--- src/rtl/reflector_arbiter.sv ---
// Round-robin front end that shares one vector reflector pipeline among NUM_REQ
// ray units and routes each result back to the requester that issued it.
module reflector_arbiter #(
  parameter int NUM_REQ      = 4,
  parameter int PIPE_LATENCY = 12
) (
  input  logic                  clk,
  input  logic                  rst,
  input  logic [NUM_REQ-1:0]    req_valid,
  input  logic [NUM_REQ*96-1:0] req_v,
  input  logic [NUM_REQ*96-1:0] req_n,
  output logic [NUM_REQ-1:0]    req_ready,
  output logic [NUM_REQ-1:0]    resp_valid,
  output logic [95:0]           resp_r,
  output logic [95:0]           pipe_v,
  output logic [95:0]           pipe_n,
  output logic                  pipe_new_data,
  input  logic [95:0]           pipe_r,
  input  logic                  pipe_output_valid,
  output logic                  busy,
  output logic                  seq_error
);

  localparam int          IDW    = (NUM_REQ > 1) ? $clog2(NUM_REQ) : 1;
  localparam int          CW     = $clog2(PIPE_LATENCY + 1);
  localparam int unsigned NREQ_U = NUM_REQ;
  localparam int unsigned LAT_U  = PIPE_LATENCY;

  typedef enum logic {
    DRAIN,
    RUN
  } state_t;

  state_t             state_q, state_d;
  logic [CW-1:0]      drain_cnt;
  logic               drain_done;
  logic [IDW-1:0]     rr;
  logic [IDW-1:0]     grant_id;
  logic [NUM_REQ-1:0] grant_oh;
  logic               accept;
  logic [95:0]        sel_v, sel_n;
  logic [IDW-1:0]     issue_id;

  logic [PIPE_LATENCY-1:0] tag_vld;
  logic [IDW-1:0]          tag_id [PIPE_LATENCY];
  logic                    tail_vld;
  logic [IDW-1:0]          tail_id;
  logic [NUM_REQ-1:0]      tail_oh;
  logic                    pov_run;

  assign drain_done = (drain_cnt == CW'(PIPE_LATENCY - 1));

  always_ff @(posedge clk) begin
    if (rst) state_q <= DRAIN;
    else     state_q <= state_d;
  end

  always_ff @(posedge clk) begin
    if (rst || state_q != DRAIN) drain_cnt <= '0;
    else                         drain_cnt <= drain_cnt + CW'(1);
  end

  // Next state plus the combinational grant: first valid requester at or after rr, wrapping.
  always_comb begin
    int unsigned    idx;
    logic [IDW-1:0] sel;
    logic           found;
    state_d  = state_q;
    grant_oh = '0;
    grant_id = '0;
    found    = 1'b0;
    idx      = 0;
    sel      = '0;
    case (state_q)
      DRAIN: if (drain_done) state_d = RUN;
      RUN: begin
        for (int unsigned k = 0; k < NREQ_U; k++) begin
          idx = 32'(rr) + k;
          if (idx >= NREQ_U) idx = idx - NREQ_U;
          sel = IDW'(idx);
          if (!found && req_valid[sel]) begin
            found         = 1'b1;
            grant_id      = sel;
            grant_oh[sel] = 1'b1;
          end
        end
      end
      default: state_d = DRAIN;
    endcase
  end

  assign req_ready = grant_oh;
  assign accept    = |(req_valid & grant_oh);

  always_comb begin
    sel_v = '0;
    sel_n = '0;
    for (int unsigned i = 0; i < NREQ_U; i++) begin
      if (grant_oh[i]) begin
        sel_v = req_v[i*96 +: 96];
        sel_n = req_n[i*96 +: 96];
      end
    end
  end

  always_ff @(posedge clk) begin
    if (rst) begin
      pipe_v        <= '0;
      pipe_n        <= '0;
      pipe_new_data <= 1'b0;
      issue_id      <= '0;
      rr            <= '0;
    end else begin
      pipe_new_data <= accept;
      if (accept) begin
        pipe_v   <= sel_v;
        pipe_n   <= sel_n;
        issue_id <= grant_id;
        rr       <= (grant_id == IDW'(NUM_REQ - 1)) ? '0 : grant_id + IDW'(1);
      end
    end
  end

  // Stage 0 samples the issue strobe one edge after it is driven, so the tail
  // lines up with the reflector's output strobe PIPE_LATENCY cycles after issue.
  always_ff @(posedge clk) begin
    if (rst) begin
      tag_vld <= '0;
      for (int unsigned i = 0; i < LAT_U; i++) tag_id[i] <= '0;
    end else begin
      tag_vld[0] <= pipe_new_data;
      tag_id[0]  <= issue_id;
      for (int unsigned i = 1; i < LAT_U; i++) begin
        tag_vld[i] <= tag_vld[i-1];
        tag_id[i]  <= tag_id[i-1];
      end
    end
  end

  assign tail_vld = tag_vld[PIPE_LATENCY-1];
  assign tail_id  = tag_id[PIPE_LATENCY-1];
  assign pov_run  = pipe_output_valid && (state_q == RUN);

  always_comb begin
    tail_oh          = '0;
    tail_oh[tail_id] = 1'b1;
  end

  always_ff @(posedge clk) begin
    if (rst) begin
      resp_valid <= '0;
      resp_r     <= '0;
      seq_error  <= 1'b0;
    end else begin
      resp_valid <= '0;
      if (tail_vld && pov_run) begin
        resp_valid <= tail_oh;
        resp_r     <= pipe_r;
      end
      if (tail_vld != pov_run) seq_error <= 1'b1;
    end
  end

  assign busy = (|tag_vld) | pipe_new_data | (state_q == DRAIN);

endmodule

--- config.mk ---
export PLATFORM = sky130hd
export DESIGN_NAME = reflector_arbiter
export DESIGN_NICKNAME = d
export VERILOG_FILES = /design/src/rtl/reflector_arbiter.sv
export SDC_FILE = /design/constraint.sdc
export NUM_CORES = 1
export LEC_CHECK = 0
export CAP_MARGIN = 20
export CORE_AREA = 2 2 458 460
export DETAILED_ROUTE_END_ITERATION = 8
export DIE_AREA = 0 0 460 462
export DONT_BUFFER_PORTS = 1
export GPL_ROUTABILITY_DRIVEN = 0
export GPL_TIMING_DRIVEN = 0
export PLACE_DENSITY_LB_ADDON = 0.15
export RECOVER_POWER = 100
export SLEW_MARGIN = 20
export SYNTH_ARGS = -nofsm -noshare
export SYNTH_HDL_FRONTEND = slang
export SYNTH_SLANG_ARGS = --single-unit
export TNS_END_PERCENT = 1
--- constraint.sdc ---
create_clock -name clk -period 9.15 [get_ports clk]
set_input_delay 0.915 -clock clk [delete_from_list [all_inputs] [get_ports clk]]
set_output_delay 0.915 -clock clk [all_outputs]
set_load 0.02 [all_outputs]
==> results.toml, run 1 <==
[worst_setup_path]
cp_max_fo = 10
cp-end-kind = "register"
critical_path_class = "register to register"
worstPathRequired_ns = 9.71
crit_arrival_ns = 7.76
worstSetupStartpointType = "register"
r2r_slack_ns = 1.95

[routing]
antenna_left = 0
routed_via_density = 4.25
drtPass1Iterations = 7
drt_iter0_markers = 1883
wl_per_cell_um = 34.0
remaining_drc_errors = 0
vias = 24000
wl_mm = 192

[sta]
setup-tns-final_ns = 0
finalSetupViolations = 0
fmax_mhz = 139
rsz0062_at_grt = "no"
relSlewSlack_pct = -0.152
min_period_ns = 7.20
final_hold_viol_count = 0
drv_slew = 12
worst_slack_ns = 1.95
fin_crit_sh_pct = 78.7
finClkSkew_ns = 0.0596
tightest_slew_ns = 1.50

[clocking]
clkTransAtPathRegs_ns = 0.06
numCtsBuffers = 52
ctsResizeCount = 0
post-cts-setup-buffers = 0
clock_latency_ns = 0.71
cts_num_sinks = 339
cts-root-buf = "clkbuf_16"
cts_tree = "yes"
ctsHoldBuffers = 0
cts_max_path_buffers = 3
h-tree-depth = 2

[floorplanning]
floorplan.rows = 168
coreArea_um2 = 208000
start_util_pct = 10.2
die_y_um = 462
die_x_um = 460
ios = 1170
dieArea_um2 = 213000

[final_layout]
syn_to_final_growth_pct = 26.3
final_cell_area_um2 = 26800
instances_no_fill = 5650
drive_above_1_share_pct = 7.36
fillers = 24200
nets = 3720

[global_routing]
grt_usage_pct = 17.0
overflow = 0
antenna_found_initial = 123
grt_pass1_vias = 23300
grt_max_degree = 18
grt_pass1_wl_mm = 243

[min_path]
hold_class = "primary input to register"

[synthesis]
synthesis.area_um2 = 21200
yosysSeqAreaShare_pct = 32.0
synthDistinctLibCells = 54
synth_area_per_cell_um2 = 7.64
synth_edf_count = 0
yosys_register_bits = 339
ys_async_sr_fraction_pct = 0
yosys_warnings = 0
synth_cells = 2776
synthFlopType = "dfxtp_1"
synth_nets = 3657

[power_and_ir_drop]
vdd_drop_max_mv = 0.135
total_power_mw = 3.90
p_leak_nw = 8.53
power_density_nw_per_um2 = 146

[run_status]
status = "finished, violations left"
violations = "max-capacitance violations, max-slew violations"

[placement]
placed_cell_area_um2 = 24900
dp_cells = 5505
place_ws_ns = 2.88
portBuffers = 0
dp_hpwl_mm = 157

[job]
cap_violations = 2
[registers in the layout (all words and copies together), names as in the netlist, 2 cells and up]
register,flops
drain_cnt,4
issue_id,2
pipe_n,96
pipe_v,96
resp_r,96
resp_valid,4
rr,2
tag_id,24
tag_vld,12
[metal layers]
layer  vias to the layer above  share of wire, %  routed length, um  global-route usage, %
li1                      10400                 -                  -                      -
met2                      1308                46              87900                   27.3
met3                       282               9.0              17300                   5.78
met1                     11900                42              80300                   21.1
met4                        48               3.2               6130                   5.69
met5                         -              0.16                302                      0
[final timing paths]
check,start,to,cells after the start
max,rr[0],pipe_v[73],14
min,pipe_r[16],resp_r[16],2
max reg2reg,rr[0],pipe_v[73],14
min reg2reg,tag_id[1][2],tag_id[1][4],1
[power breakdown]
part	internal (mW)	total, mW	switching [mW]	leakage [nW]
clock network	1.32	2.25	0.928	0.900
logic	0.0425	0.170	0.127	4.90
registers	1.48	1.48	0.00224	2.73
total	2.84	3.90	1.06	8.53
[placed cells by master, fill, tap and decap left out, types with 172 or more instances in the layout]
cell type  instances
o311ai_1         172
inv_1            200
nor2_1           301
dfxtp_1          339
nand2_1          204
o21bai_1         193
clkbuf_1         249
a211oi_1         184
a21oi_1          380
a2111oi_0        192
[metrics by stage]
step,hold WS [ns],util (%)
2_1_floorplan,0.414,-
3_3_place_gp,0.416,11.8
3_5_place_dp,0.421,11.9
4_1_cts,0.260,12.8
5_1_grt,0.311,12.8
6_report,0.349,12.9
[cells in the mapped netlist, types with 5 or more instances]
| cell | n | area, um2 |
|---|---|---|
| buf_4 | 13 | 97.6 |
| nand2_1 | 204 | 766 |
| buf_1 | 46 | 173 |
| dfxtp_1 | 339 | 6790 |
| a211oi_2 | 9 | 113 |
| ha_1 | 10 | 125 |
| nor2b_1 | 38 | 238 |
| a211oi_1 | 184 | 1380 |
| o311ai_1 | 174 | 1520 |
| a2111oi_0 | 192 | 1680 |
| clkbuf_1 | 227 | 852 |
| nor2_1 | 301 | 1130 |
| buf_2 | 56 | 280 |
| a21oi_1 | 380 | 1900 |
| o311ai_0 | 18 | 158 |
| buf_6 | 12 | 135 |
| nand3b_1 | 5 | 37.5 |
| nand2b_1 | 5 | 31.3 |
| a21oi_2 | 18 | 158 |
| mux2i_1 | 99 | 991 |
| inv_1 | 200 | 751 |
| o21bai_1 | 193 | 1450 |
[worst max-delay path, stage by stage (launching register included)]
cell and delay, ns:
dfxtp_1 0.46, clkbuf_1 0.32, clkbuf_1 0.44, inv_1 0.24, ha_1 0.38, mux4_2 0.39, or3b_1 0.41, a22oi_1 0.36
clkbuf_1 1.14, nand3_2 0.15, nand4_1 0.67, clkbuf_1 1.14, clkbuf_1 0.57, nor2_1 0.13, a211oi_2 0.22
[cells by family after synthesis]
family	share of synthesized area [%]
AOI/OAI and AO/OA	40.3
and+or+nand+nor	11.2
buffers and inverters	10.8
DFF	32.0
muxes	4.99
adders and majority gates	0.590
xor gates and xnor gates	0.0826
[layout make-up]
| cell class | instances | area [um2] | area share [%] |
|---|---|---|---|
| sequential | 339 | 6790 | 25.3 |
| multi-input combinational | 1883 | 12100 | 45.3 |
| buffer | 354 | 1520 | 5.69 |
| inverter | 200 | 751 | 2.80 |
| clock buffer | 75 | 1510 | 5.63 |
| antenna | 49 | 123 | 0.458 |
| tap | 2720 | 3400 | 12.7 |
| clock inverter | 21 | 347 | 1.29 |
| timing repair buffer | 9 | 210 | 0.785 |
Note: power is estimated with default switching activity, not from simulation.
==> run 2, diff against run 1 <==
==> constraint.sdc (replaced) <==
create_clock -name clk -period 7 [get_ports clk]
set_input_delay 0.7 -clock clk [delete_from_list [all_inputs] [get_ports clk]]
set_output_delay 0.7 -clock clk [all_outputs]
set_load 0.02 [all_outputs]
==> results.toml, run 2 (synthesis results as in run 1) <==
[floorplanning]
die_x_um = 460
floorplan.rows = 168
die_y_um = 462
dieArea_um2 = 213000
ios = 1170
start_util_pct = 10.2
coreArea_um2 = 208000

[worst_setup_path]
slowest_stage = "nand4_1"
crit_arrival_ns = 6.75
r2r-end = "pipe_v[73]"
r2r_slack_ns = 0.82
crit_path_max_incr_delay_ns = 0.72
worstPathRequired_ns = 7.57
cp-end-kind = "register"
rr_startpoint = "rr[0]"
worstSetupStartpointType = "register"
rr_worst_depth = 14
cp_cell_sequence = "buf_2 -> clkbuf_1 -> inv_1 -> ha_1 -> mux4_2 -> or3b_1 -> a22oi_1 -> clkbuf_2 -> nand3_1 -> nand4_1 -> clkbuf_2 -> clkbuf_1 -> nor2_1 -> a211oi_2"
cp_max_fo = 10
critical_path_class = "register to register"

[sta]
drv_slew = 4
relSlewSlack_pct = -6.13
fmax_mhz = 162
rsz0062_at_grt = "no"
fin_crit_sh_pct = 88.3
finalSetupViolations = 0
finClkSkew_ns = 0.0587
whs_ns = 0.135
tightest_slew_ns = 1.57
min_period_ns = 6.18
setup-tns-final_ns = 0
worst_slack_ns = 0.818
final_hold_viol_count = 0

[power_and_ir_drop]
p_leak_nw = 8.55
vdd_drop_max_mv = 0.176
total_power_mw = 5.10
power_density_nw_per_um2 = 190

[placement]
place_ws_ns = 0.733
portBuffers = 0
dp_hpwl_mm = 157
placed_cell_area_um2 = 24900
dp_cells = 5505

[routing]
wl_mm = 192
wl_per_cell_um = 34.0
vias = 24100
antenna_left = 0
remaining_drc_errors = 0
drtPass1Iterations = 8
drt_iter0_markers = 1870
routed_via_density = 4.26

[run_status]
violations = "max-capacitance violations, max-slew violations"
status = "finished, violations left"

[final_layout]
instances_no_fill = 5651
reg.largest.list = "pipe_n (96), pipe_v (96), resp_r (96)"
layout_commonest_cell = "a21oi_1"
fin_util_pct = 12.9
mostFrequentLayoutCells = "a21oi_1, dfxtp_1, nor2_1"
nets = 3720
final_cell_area_um2 = 26800
fillers = 24200
drive_above_1_share_pct = 7.43
syn_to_final_growth_pct = 26.2

[job]
cap_violations = 2

[min_path]
hold_path.startpoint = "pipe_r[16]"
min_delay_path_depth = 2
hold_class = "primary input to register"
hold_end = "resp_r[16]"

[clocking]
cts_num_sinks = 339
ctsHoldBuffers = 0
clkTransAtPathRegs_ns = 0.06
post-cts-setup-buffers = 0
clock_latency_ns = 0.71
cts_max_path_buffers = 3
cts_tree = "yes"
h-tree-depth = 2
numCtsBuffers = 52
ctsResizeCount = 0
cts-root-buf = "clkbuf_16"

[global_routing]
grt_pass1_vias = 23300
overflow = 0
grt_usage_pct = 17.0
antenna_found_initial = 122
grt_max_degree = 18
grt_pass1_wl_mm = 243
==> run 2: worst max-delay path: cells and delay by family (launching register included) <==
family | cells | cell delay (ns)
fa+ha+maj | 1 | 0.38
simple gates | 4 | 1.44
buf+inv | 6 | 2.77
mux | 1 | 0.39
flops | 1 | 0.46
compound gates | 2 | 0.58
==> run 2: layer usage <==
metal	vias to the layer above	track usage (%)	share of wire (%)
li1	10400	-	-
met1	12000	21.1	42
met2	1371	27.3	46
met3	284	5.78	9.1
met4	48	5.69	3.1
met5	-	0	0.16
==> run 2: cell type report <==
| class | instances | area [um2] | area share (%) |
|---|---|---|---|
| Multi-Input combinational cell | 1883 | 12100 | 45.2 |
| Sequential cell | 339 | 6790 | 25.4 |
| Tap cell | 2720 | 3400 | 12.7 |
| Buffer | 354 | 1530 | 5.70 |
| Clock buffer | 75 | 1510 | 5.63 |
| Inverter | 200 | 751 | 2.80 |
| Clock inverter | 21 | 347 | 1.29 |
| Timing Repair Buffer | 9 | 210 | 0.785 |
| Antenna cell | 50 | 125 | 0.467 |
==> run 2: how the worst max path moves through the flow <==
stage | from | end | cells after the start
after CTS | rr[0] | pipe_n[21] | 14
after global routing | rr[0] | pipe_n[18] | 14
after global placement | rr[0] | pipe_v[30] | 14
after detailed placement | rr[0] | pipe_n[21] | 14
final | rr[0] | pipe_v[73] | 14
after floorplan | rr[0] | req_ready[1] | 12
==> run 2: report_power, final <==
part           total, mW  internal, mW  switching, mW
clock network       2.94          1.73           1.21
registers           1.93          1.93        0.00292
logic              0.222        0.0555          0.166
total               5.10          3.71           1.38
==> run 3, diff against run 2 <==
--- a/config.mk
+++ b/config.mk
@@ -6,14 +6,15 @@
 export NUM_CORES = 1
 export LEC_CHECK = 0
 export CAP_MARGIN = 20
-export CORE_AREA = 2 2 458 460
+export CORE_AREA = 10 10 453 455
 export DETAILED_ROUTE_END_ITERATION = 8
-export DIE_AREA = 0 0 460 462
+export DIE_AREA = 0 0 463 465
 export DONT_BUFFER_PORTS = 1
 export GPL_ROUTABILITY_DRIVEN = 0
 export GPL_TIMING_DRIVEN = 0
 export PLACE_DENSITY_LB_ADDON = 0.15
 export RECOVER_POWER = 100
+export REMOVE_ABC_BUFFERS = 1
 export SLEW_MARGIN = 20
 export SYNTH_ARGS = -nofsm -noshare
 export SYNTH_HDL_FRONTEND = slang
==> constraint.sdc (replaced) <==
create_clock -name clk -period 8.02 [get_ports clk]
set_input_delay 0.802 -clock clk [delete_from_list [all_inputs] [get_ports clk]]
set_output_delay 0.802 -clock clk [all_outputs]
set_load 0.02 [all_outputs]
==> results.toml, run 3 (synthesis results as in run 1) <==
[final_layout]
reg.largest.list = "pipe_n (96), pipe_v (96), resp_r (96)"
fillers = 22800
layout_commonest_cell = "a21oi_1"
drive_above_1_share_pct = 9.89
mostFrequentLayoutCells = "a21oi_1, dfxtp_1, nor2_1"
nets = 3487
final_cell_area_um2 = 27100
syn_to_final_growth_pct = 27.7

[routing]
wl_per_cell_um = 32.0
routed_via_density = 4.30
drt_iter0_markers = 1711
antenna_left = 0
drtPass1Iterations = 7
wl_mm = 171
remaining_drc_errors = 0
vias = 22900

[sta]
worst_slack_ns = 1.40
rsz0062_at_grt = "no"
fin_crit_sh_pct = 82.5
relSlewSlack_pct = -67.8
min_period_ns = 6.62
finClkSkew_ns = 0.0665
drv_slew = 143
final_hold_viol_count = 0
finalSetupViolations = 0
tightest_slew_ns = 2.52
fmax_mhz = 151

[power_and_ir_drop]
vdd_drop_max_mv = 0.167
power_density_nw_per_um2 = 160
p_leak_nw = 8.69

[worst_setup_path]
cp_max_fo = 39
crit_path_end = "req_ready[2]"
crit_path_frequent_cell = "buf_6"
r2r-end = "pipe_n[87]"
crit_start = "rr[0]"
critPathBufInv = 6
cp_cell_sequence = "inv_1 -> ha_1 -> mux4_2 -> or3b_1 -> a221oi_4 -> clkbuf_1 -> buf_8 -> buf_6 -> buf_6 -> or2_4 -> buf_16"
worstPathRequired_ns = 7.22
cp-end-kind = "output pin"
path_depth = 11
worstSetupStartpointType = "register"
cp_top_family = "buffers and inverters"
slowest_stage = "dfxtp_1"
crit_path_max_incr_delay_ns = 0.82
critical_path_class = "register to output pin"
rr_worst_depth = 12
r2r_slack_ns = 1.71
rr_startpoint = "rr[0]"
crit_arrival_ns = 5.81

[clocking]
clock_latency_ns = 0.72
ctsHoldBuffers = 0
post-cts-setup-buffers = 0
numCtsBuffers = 52
cts-root-buf = "clkbuf_16"
ctsResizeCount = 0
cts_tree = "yes"
h-tree-depth = 2
cts_max_path_buffers = 3
cts_num_sinks = 339
clkTransAtPathRegs_ns = 0.07

[floorplanning]
die_x_um = 463
floorplan.rows = 163
coreArea_um2 = 196000
dieArea_um2 = 215000
ios = 1170
die_y_um = 465
start_util_pct = 10.8

[placement]
portBuffers = 0
dp_hpwl_mm = 131
place_ws_ns = 2.26
placed_cell_area_um2 = 25300

[global_routing]
grt_pass1_vias = 23000
overflow = 0
antenna_found_initial = 75
grt_pass1_wl_mm = 227
grt_usage_pct = 14.8
grt_max_degree = 337

[min_path]
hold_class = "primary input to register"
min_delay_path_depth = 1

[run_status]
violations = "max-capacitance violations, max-slew violations"
status = "finished, violations left"

[job]
cap_violations = 5
-- run 3: cell types whose count changed in the layout (fill, tap and decap cells not counted), sizes merged --
cell,delta
clkbuf,-251
buf,+11
diode,-10
clkinv,+5
clkinvlp,+4
bufinv,-2
clkdlybuf4s18,+2
-- run 3: power by group --
| group | switching [mW] | internal (mW) |
|---|---|---|
| Combinational | 0.0861 | 0.0580 |
| Clock | 1.08 | 1.43 |
| Sequential | 0.00272 | 1.69 |
-- run 3: worst register-to-register path, cell delays in order, from the launching register on --
cell and delay (ns):
dfxtp_1 0.82, inv_1 0.32, ha_1 0.58, mux4_2 0.44
or3b_1 0.42, a221oi_4 0.61, clkbuf_1 0.61, nand2_1 0.15
nand4_1 1.33, buf_12 0.32, buf_12 0.30, nor2_1 0.11
a211oi_1 0.22
-- run 3: layer usage --
metal	up-vias	GRT usage, %	wire, um
met5	-	0	414
met4	62	3.52	4100
met3	205	5.71	16100
met2	1193	25.4	82200
met1	11500	17.4	67800
li1	9953	-	-
-- run 3: how the worst min path moves through the flow --
| stage | from | endpoint | slack [ns] |
|---|---|---|---|
| 6_report | rst | pipe_n[33] | 0.16 |
| 4_1_cts | rst | pipe_n[33] | 0.12 |
| 5_1_grt | rst | pipe_n[3] | 0.12 |
| 3_5_place_dp | tag_id[0][7] | tag_id[1][1] | 0.43 |
| 3_3_place_gp | tag_id[2][4] | tag_id[2][6] | 0.43 |
| 2_1_floorplan | tag_id[0][0] | tag_id[0][2] | 0.41 |
-- run 3: layout make-up --
type                    instances  area, um2  area share (%)
multi-input cells            1883      12200            45.2
flip-flops and latches        339       6790            25.1
well taps                    2640       3300            12.2
repair buffers                130       2090            7.72
clock buffers                  70       1470            5.42
inverters                     200        758            2.80
clock inverters                28        332            1.22
diodes                         40        100           0.370
-- run 3: through the flow --
step | utilization, % | cells | hold WS [ns] | power [mW] | TNS (ns)
3_3_place_gp | 11.7 | 5062 | 0.431 | 1.84 | -8641.23
3_5_place_dp | 12.9 | 5192 | 0.430 | 1.87 | 0
2_1_floorplan | - | 2422 | 0.414 | 1.80 | -1008.90
5_1_grt | 13.8 | 5315 | 0.119 | 4.51 | 0
6_report | 13.8 | 5330 | 0.160 | 4.34 | 0
4_1_cts | 13.8 | 5290 | 0.123 | 4.47 | 0
